`config.mk`:
```
export PLATFORM = sky130hd
export DESIGN_NAME = instruction_fetch
export DESIGN_NICKNAME = d
export VERILOG_FILES = /design/src/rtl/instruction_fetch.sv
export SDC_FILE = /design/constraint.sdc
export NUM_CORES = 1
export LEC_CHECK = 0
export CAP_MARGIN = 0
export CORE_MARGIN = 8
export CORE_UTILIZATION = 55
export DETAILED_ROUTE_END_ITERATION = 16
export DONT_BUFFER_PORTS = 1
export HOLD_SLACK_MARGIN = 0.02
export PLACE_DENSITY = 0.7
export SYNTH_ARGS = -nofsm -noshare
export SYNTH_HDL_FRONTEND = slang
export SYNTH_SLANG_ARGS = --single-unit
```
`constraint.sdc`:
```
create_clock -name clk -period 6.1 [get_ports clk]
set_input_delay 0.61 -clock clk [delete_from_list [all_inputs] [get_ports clk]]
set_output_delay 0.61 -clock clk [all_outputs]
set_load 0.1 [all_outputs]
```
`src/rtl/instruction_fetch.sv`:
```
`default_nettype none
//------------------------------------------------------------------------------
// Module      : instruction_fetch (plus common_pkg)
// Description : PC register and fetch sequencer. It keeps one memory request
//               outstanding, holds the returned word for decode, and handles
//               branch redirects and flushes.
// Revision    : 1.0 - initial release
//------------------------------------------------------------------------------

package common_pkg;
    localparam int INSTRUCTION_WIDTH = 32;
endpackage

module instruction_fetch #(
    parameter int                    ADDR_WIDTH        = 64,
    parameter logic [ADDR_WIDTH-1:0] RESET_PC          = '0,
    parameter int                    INSTRUCTION_WIDTH = common_pkg::INSTRUCTION_WIDTH
) (
    input  logic                         clk,
    input  logic                         reset,

    output logic                         imem_req,
    output logic [ADDR_WIDTH-1:0]        imem_addr,
    input  logic                         imem_gnt,
    input  logic                         imem_rvalid,
    input  logic [INSTRUCTION_WIDTH-1:0] imem_rdata,

    output logic                         if_valid,
    input  logic                         if_ready,
    output logic [INSTRUCTION_WIDTH-1:0] if_instruction,
    output logic [ADDR_WIDTH-1:0]        if_pc,

    input  logic                         redirect,
    input  logic [ADDR_WIDTH-1:0]        redirect_pc,
    input  logic signed [63:0]           redirect_offset,

    output logic                         fetch_fault
);

    localparam logic [ADDR_WIDTH-1:0] c_pc_step = ADDR_WIDTH'(4);

    typedef enum logic [2:0] {
        S_REQ   = 3'd0,
        S_WAIT  = 3'd1,
        S_HOLD  = 3'd2,
        S_DROP  = 3'd3,
        S_FAULT = 3'd4
    } state_t;

    state_t                         r_state;
    logic [ADDR_WIDTH-1:0]          r_pc;
    logic                           r_imem_req;
    logic                           r_if_valid;
    logic [INSTRUCTION_WIDTH-1:0]   r_if_instruction;
    logic [ADDR_WIDTH-1:0]          r_if_pc;
    logic                           r_fetch_fault;

    logic signed [63:0]             w_offset_x2;
    logic [ADDR_WIDTH-1:0]          w_target;
    logic                           w_misaligned;
    logic                           w_gnt;
    logic                           w_redirect;

    // Offset is in half-words; the signed cast sign-extends before the wrap-around add.
    assign w_offset_x2  = redirect_offset <<< 1;
    assign w_target     = redirect_pc + ADDR_WIDTH'(w_offset_x2);
    assign w_misaligned = |w_target[1:0];
    assign w_gnt        = r_imem_req && imem_gnt;
    assign w_redirect   = redirect && (r_state != S_FAULT);

    always_ff @(posedge clk or posedge reset) begin
        if (reset) begin
            r_state          <= S_REQ;
            r_pc             <= RESET_PC;
            r_imem_req       <= 1'b0;
            r_if_valid       <= 1'b0;
            r_if_instruction <= '0;
            r_if_pc          <= '0;
            r_fetch_fault    <= 1'b0;
        end else if (w_redirect) begin
            r_pc       <= w_target;
            r_if_valid <= 1'b0;
            if (w_misaligned) begin
                r_fetch_fault <= 1'b1;
                r_imem_req    <= 1'b0;
                r_state       <= S_FAULT;
            end else begin
                case (r_state)
                    S_REQ: begin
                        // A grant this cycle leaves a response for the old pc in flight.
                        if (w_gnt) begin
                            r_imem_req <= 1'b0;
                            r_state    <= S_DROP;
                        end else begin
                            r_imem_req <= 1'b1;
                            r_state    <= S_REQ;
                        end
                    end
                    S_WAIT, S_DROP: begin
                        if (imem_rvalid) begin
                            r_imem_req <= 1'b1;
                            r_state    <= S_REQ;
                        end else begin
                            r_imem_req <= 1'b0;
                            r_state    <= S_DROP;
                        end
                    end
                    default: begin
                        r_imem_req <= 1'b1;
                        r_state    <= S_REQ;
                    end
                endcase
            end
        end else begin
            case (r_state)
                S_REQ: begin
                    if (w_gnt) begin
                        r_imem_req <= 1'b0;
                        r_state    <= S_WAIT;
                    end else begin
                        r_imem_req <= 1'b1;
                    end
                end
                S_WAIT: begin
                    if (imem_rvalid) begin
                        r_if_instruction <= imem_rdata;
                        r_if_pc          <= r_pc;
                        r_if_valid       <= 1'b1;
                        r_pc             <= r_pc + c_pc_step;
                        r_state          <= S_HOLD;
                    end
                end
                S_HOLD: begin
                    if (if_ready) begin
                        r_if_valid <= 1'b0;
                        r_imem_req <= 1'b1;
                        r_state    <= S_REQ;
                    end
                end
                S_DROP: begin
                    if (imem_rvalid) begin
                        r_imem_req <= 1'b1;
                        r_state    <= S_REQ;
                    end
                end
                S_FAULT: begin
                    r_imem_req <= 1'b0;
                    r_if_valid <= 1'b0;
                end
                default: begin
                    r_imem_req <= 1'b0;
                    r_if_valid <= 1'b0;
                    r_state    <= S_FAULT;
                end
            endcase
        end
    end

    assign imem_req       = r_imem_req;
    assign imem_addr      = r_pc;
    assign if_valid       = r_if_valid;
    assign if_instruction = r_if_instruction;
    assign if_pc          = r_if_pc;
    assign fetch_fault    = r_fetch_fault;

endmodule

`default_nettype wire

```
* Word-level counts from Yosys, hierarchy flattened *
Cells that the tools add are included.

storage, ports and cells
  register bits = 166
  latch bits = 0
  RAM bits = 0
  memory bits (read-only) = 0
  bits of input ports = 166
  logic and storage cells = 60
  memories kept = 0

operators by class
  add/subtract/negate cells = 2
  multiply operators = 0
  div/mod/pow operators = 0
  magnitude comparators = 0
  eq/ne operators = 12
  shift-type cells = 0
  mux-type cells = 24
  bitwise logic cells = 1
  reductions and logical operators = 14

operators by type and width
  cell                     count
  $mux W64                 3
  $add A64 B3 Y64 const B  1
  $add A64 B64 Y64         1
  $mux W3                  6
  $ne A3 B3 Y1 const B     5
  $pmux W3 S5              1
  $reduce_and A3 Y1        3
  $mux W1                  8
  $eq A3 B2 Y1 const B     2
  $pmux W3 S2              1
  $reduce_or A2 Y1         3
  $reduce_and A5 Y1        1
  $mux W2                  2
  $ne A2 B2 Y1 const B     2
  $pmux W1 S4              1
  $reduce_and A2 Y1        2
  $reduce_bool A2 Y1       2
  $eq A3 B1 Y1 const B     1
  $eq A3 B3 Y1 const B     1
  $logic_not A3 Y1         1
  $pmux W1 S3              1
  $logic_and A1 B1 Y1      2
  $ne A2 B1 Y1 const B     1
  $pmux W1 S2              1
  $not A1 Y1               1

* Depth between registers and ports, before layout *
  depth in word-level cells = 5
  gate-level depth with buffers = 13
  gate-level depth less buffers = 13

* Worst setup path after synthesis *
No wires, ideal clock.

  kind = input-to-reg
  from = input redirect_pc[1]
  to = register r_pc[57] (netlist: imem_addr[57])
  setup time = 0.094 ns
  arrival = 3.206 ns
  required time = 6.006 ns
  slack = 2.800 ns
  stages = 13
  path buffers = 0
  path through = ha_1 inv_1 fa_1 nor2b_1 o2111a_1 o21ai_1 a21o_1 a211o_1 a31o_2 o31ai_4 a31o_2 a2111oi_0 a211oi_1

on the way
  word-level cells in the longest chain between the ends = 2

RTL lines
  item                  line  RTL
  start, declared       34    input logic [ADDR_WIDTH-1:0] redirect_pc,
  $add A64 B64 Y64      66    assign w_target = redirect_pc + ADDR_WIDTH'(w_offset_x2);
  $mux W64              80    end else if (w_redirect) begin
  end signal, assigned  81    r_pc <= w_target;
  end signal, assigned  129   r_pc <= r_pc + c_pc_step;
  end, declared         51    logic [ADDR_WIDTH-1:0] r_pc;

Every way passes these cells.
A chain may end at the register's enable or synchronous reset.

* Worst setup path in the final report *
  from = register r_pc[11] (netlist: imem_addr[11])
  to = register r_pc[60] (netlist: imem_addr[60])

on the way
  word-level cells in the longest chain between the ends = 4

RTL lines
  item             line  RTL
  $add A64 B3 Y64  129
  $mux W64         125   if (imem_rvalid) begin
  $mux W64         115   case (r_state)
  $mux W64         80

Every way passes these cells. The select of a mux whose other input is x is not followed.

==> summary.md <==
| Metric | Value |
|---|---|
| Starting density of the core | 0.552 |
| Setup Skew | 0.0126 ns |
| Detailed Route WL | 31.1 mm |
| Asr flop ratio synth | 1.00 |
| CP Launch Type | flip-flop |
| GP Congestion | 0.959 |
| Total GRT Usage | 0.243 |
| CTS tree | done |
| Root Buffer | clkbuf_16 |
| # nets final | 1,378 |
| Post-synth top flop | dfrtp_1 |
| Vias | 8,794 |
| Top post-synthesis cells by area | dfrtp_1, mux2_2, ha_1 |
| Synthesis-stage register bit count | 166 |
| Core area | 20,000 um2 |
| WP data required | 6.44 ns |
| Count leader, synth | dfrtp_1 |
| Clock latency on the worst-skew pair | 0.43 ns |
| Syn_area_per_cell | 9.40 um2 |
| # port buffers | 0 |
| Row Count | 52 |
| Synth top area share | 0.377 |
| Number of H-tree levels | 4 |
| CP Capture Type | flip-flop |
| Synth Net Count | 1,404 |
| Critical path peak fanout | 7 |
| Drt wl/cell | 21.8 um |
| Post-synth EDFFs | 0 |
| Leak pwr | 5.33 nW |
| Vias in the first global route | 8,633 |
| Power per cell area | 451 nW/um2 |
| Final setup viols | 0 |
| Post-route ant nets | 0 |
| Hold crit path type | in -> async |
| Final hold vios | 0 |
| Layout area overhead | 6.57% |
| Max Cap Viol | 0 |
| Final Power | 5.30 mW |
| Crit path kind | reg -> reg |
| Max_slew headroom | 0.233 |
| Sequential element share of the synthesized area | 0.377 |
| Number of antenna violations at the first check in global routing | 0 |
| Seq. cell area | 4150 um2 |
| Post-synth cell types | 77 |
| Ys Warns | 0 |
| Drt first-iter violations | 502 |
| DRC viols | 0 |
| Inserted Clock Buffers | 17 |
| Sum Neg Setup Slack | 0 ns |
| Layout fillers | 1,773 |
| IO Pins | 329 |
| CP arrival | 4.28 ns |
| Most frequent cells after synthesis | dfrtp_1, nand2_1, mux2_2, a21oi_1, o21ai_0 |
| # clock sinks | 166 |
| Post-DP HPWL | 24.3 mm |
| Die width | 158 um |
| Synth Instances | 1,174 |
| Worst-path clk slew | 0.08 ns |
| Share of cells above drive strength 1 | 0.140 |
| N_diodes | 0 |
| Period utilisation layout | 0.645 |
| Hold bufs inserted after CTS | 0 |
| Register-to-Register Setup Slack | 2.17 ns |
| Status | complete, no violations |
| Average vias per placed instance | 6.15 |
| PostCTS Resize Cnt | 0 |
| Netlist Area Pre-Place | 11,000 um2 |
| GRT overflow | 0 |
| Maximum root-to-sink buffer count | 2 |
| Die area | 24,800 um2 |
| Global-route wire length before repair | 47.5 mm |
| Multi-input gate area | 6550 um2 |
| Max frequency | 254 MHz |
| Leading area contributor after synthesis | dfrtp_1 |
| Post-route minimum period | 3.93 ns |
| RSZ-0062 raised after global routing | false |
| Die boundary height | 158 um |
| Final count of pins violating max slew | 0 |
| DR pass1 iterations | 5 |
| Post-CTS setup buffer count | 0 |
| Largest net degree at the start of global routing | 102 |
| Worst-Margin Slew | 1.15 ns |
| Max IR drop VDD | 0.000188 V |
-- cell families (layout without fill, tap and decap cells) --
group | after synthesis | count (layout) | synth area share
mux | 99 | 99 | 0.101
fa+ha+maj | 64 | 64 | 0.0733
simple gates | 368 | 368 | 0.161
buf+inv | 72 | 59 | 0.0306
xor+xnor | 116 | 116 | 0.0921
compound gates | 289 | 289 | 0.166
flops | 166 | 166 | 0.377
-- per-stage QoR --
step	hold WS (ns)	instance area [um2]	instances	setup WS, ns	util
detailed placement	0.708	11200	1399	2.20	0.560
finish	0.208	11800	1431	2.17	0.589
global route	0.291	11800	1431	1.92	0.589
global placement	0.682	11200	1399	2.20	0.560
CTS	0.271	11800	1431	2.14	0.589
floorplan	0.646	11000	1174	1.00	-
-- final cells by class --
type / count / share of cell area
tap: 270 / 0.0287
sequential: 166 / 0.353
multi-input combinational: 936 / 0.557
timing repair buffer: 8 / 0.00511
clock buffer: 17 / 0.0362
inverter: 19 / 0.00649
clock inverter: 15 / 0.0131
-- cell usage in the layout (no fill, tap or decap), types with 3 or more instances in the layout --
master     netlist  layout
dfrtp_1        166     166
nand2_1        137     136
mux2_2          96      96
a21oi_1         83      83
o21ai_0         83      83
xnor2_1         77      77
nor2_1          74      74
ha_1            63      63
a21o_1          42      42
nand3_1         39      39
xor2_1          39      39
nand4_1         27      27
inv_1           19      18
clkbuf_16        0      17
nor3_1          16      16
and3_1          14      14
o21bai_1        11      11
a211oi_1        11      11
a31oi_1          9       9
and2_1           9       9
nor2b_1          8       8
buf_4            3       8
nor4_1           8       7
nand2b_1         7       7
and4_1           6       6
inv_6            0       6
inv_8            0       5
o21ai_1          4       4
o31ai_1          4       4
a31o_2           4       4
or3_1            4       4
nand3b_1         3       3
o22ai_1          3       3
or4_1            3       3
o21a_1           3       3
a2111oi_0        3       3
mux2i_1          3       3
-- registers in the layout, summed over array words and instances (netlist names) --
register and flops:
if_pc 64, r_state 3, fetch_fault 1, imem_req 1
if_instruction 32, imem_addr 64, if_valid 1
-- critical path: stages, from the launching register on --
cell and delay, ns:
dfrtp_1 1.05, and4_1 0.41, nand2_1 0.10, or4_1 0.65
nor3_2 0.34, and2_1 0.27, and3_1 0.32, nand4_1 0.18
xnor2_1 0.23, a21oi_1 0.09, a211oi_1 0.19
-- report_power, final --
group          leakage, nW  internal [mW]  switching [mW]
Combinational         2.85          0.425           0.612
Sequential            2.19           1.27            1.92
Clock                0.284          0.549           0.522
-- path summary, 6_finish.rpt --
| kind | from | endpoint | cells past startpoint |
|---|---|---|---|
| hold / removal | reset | if_instruction[7] | 1 |
| setup / recovery | imem_addr[11] | imem_addr[60] | 10 |
| max in group asynchronous | reset | if_pc[56] | 2 |
| min in group clk | redirect_pc[0] | imem_addr[0] | 2 |
| hold reg to reg | r_state[1] | r_state[1] | 2 |
| setup reg to reg | imem_addr[11] | imem_addr[60] | 10 |
-- routing by layer --
metal	global-route usage	vias up	share of wire
met5	0	-	0
met2	0.393	363	0.46
met4	0.0775	0	0.022
met3	0.0718	37	0.099
met1	0.308	4214	0.41
li1	-	4180	-
No activity file was read; power rests on OpenSTA's default activity.
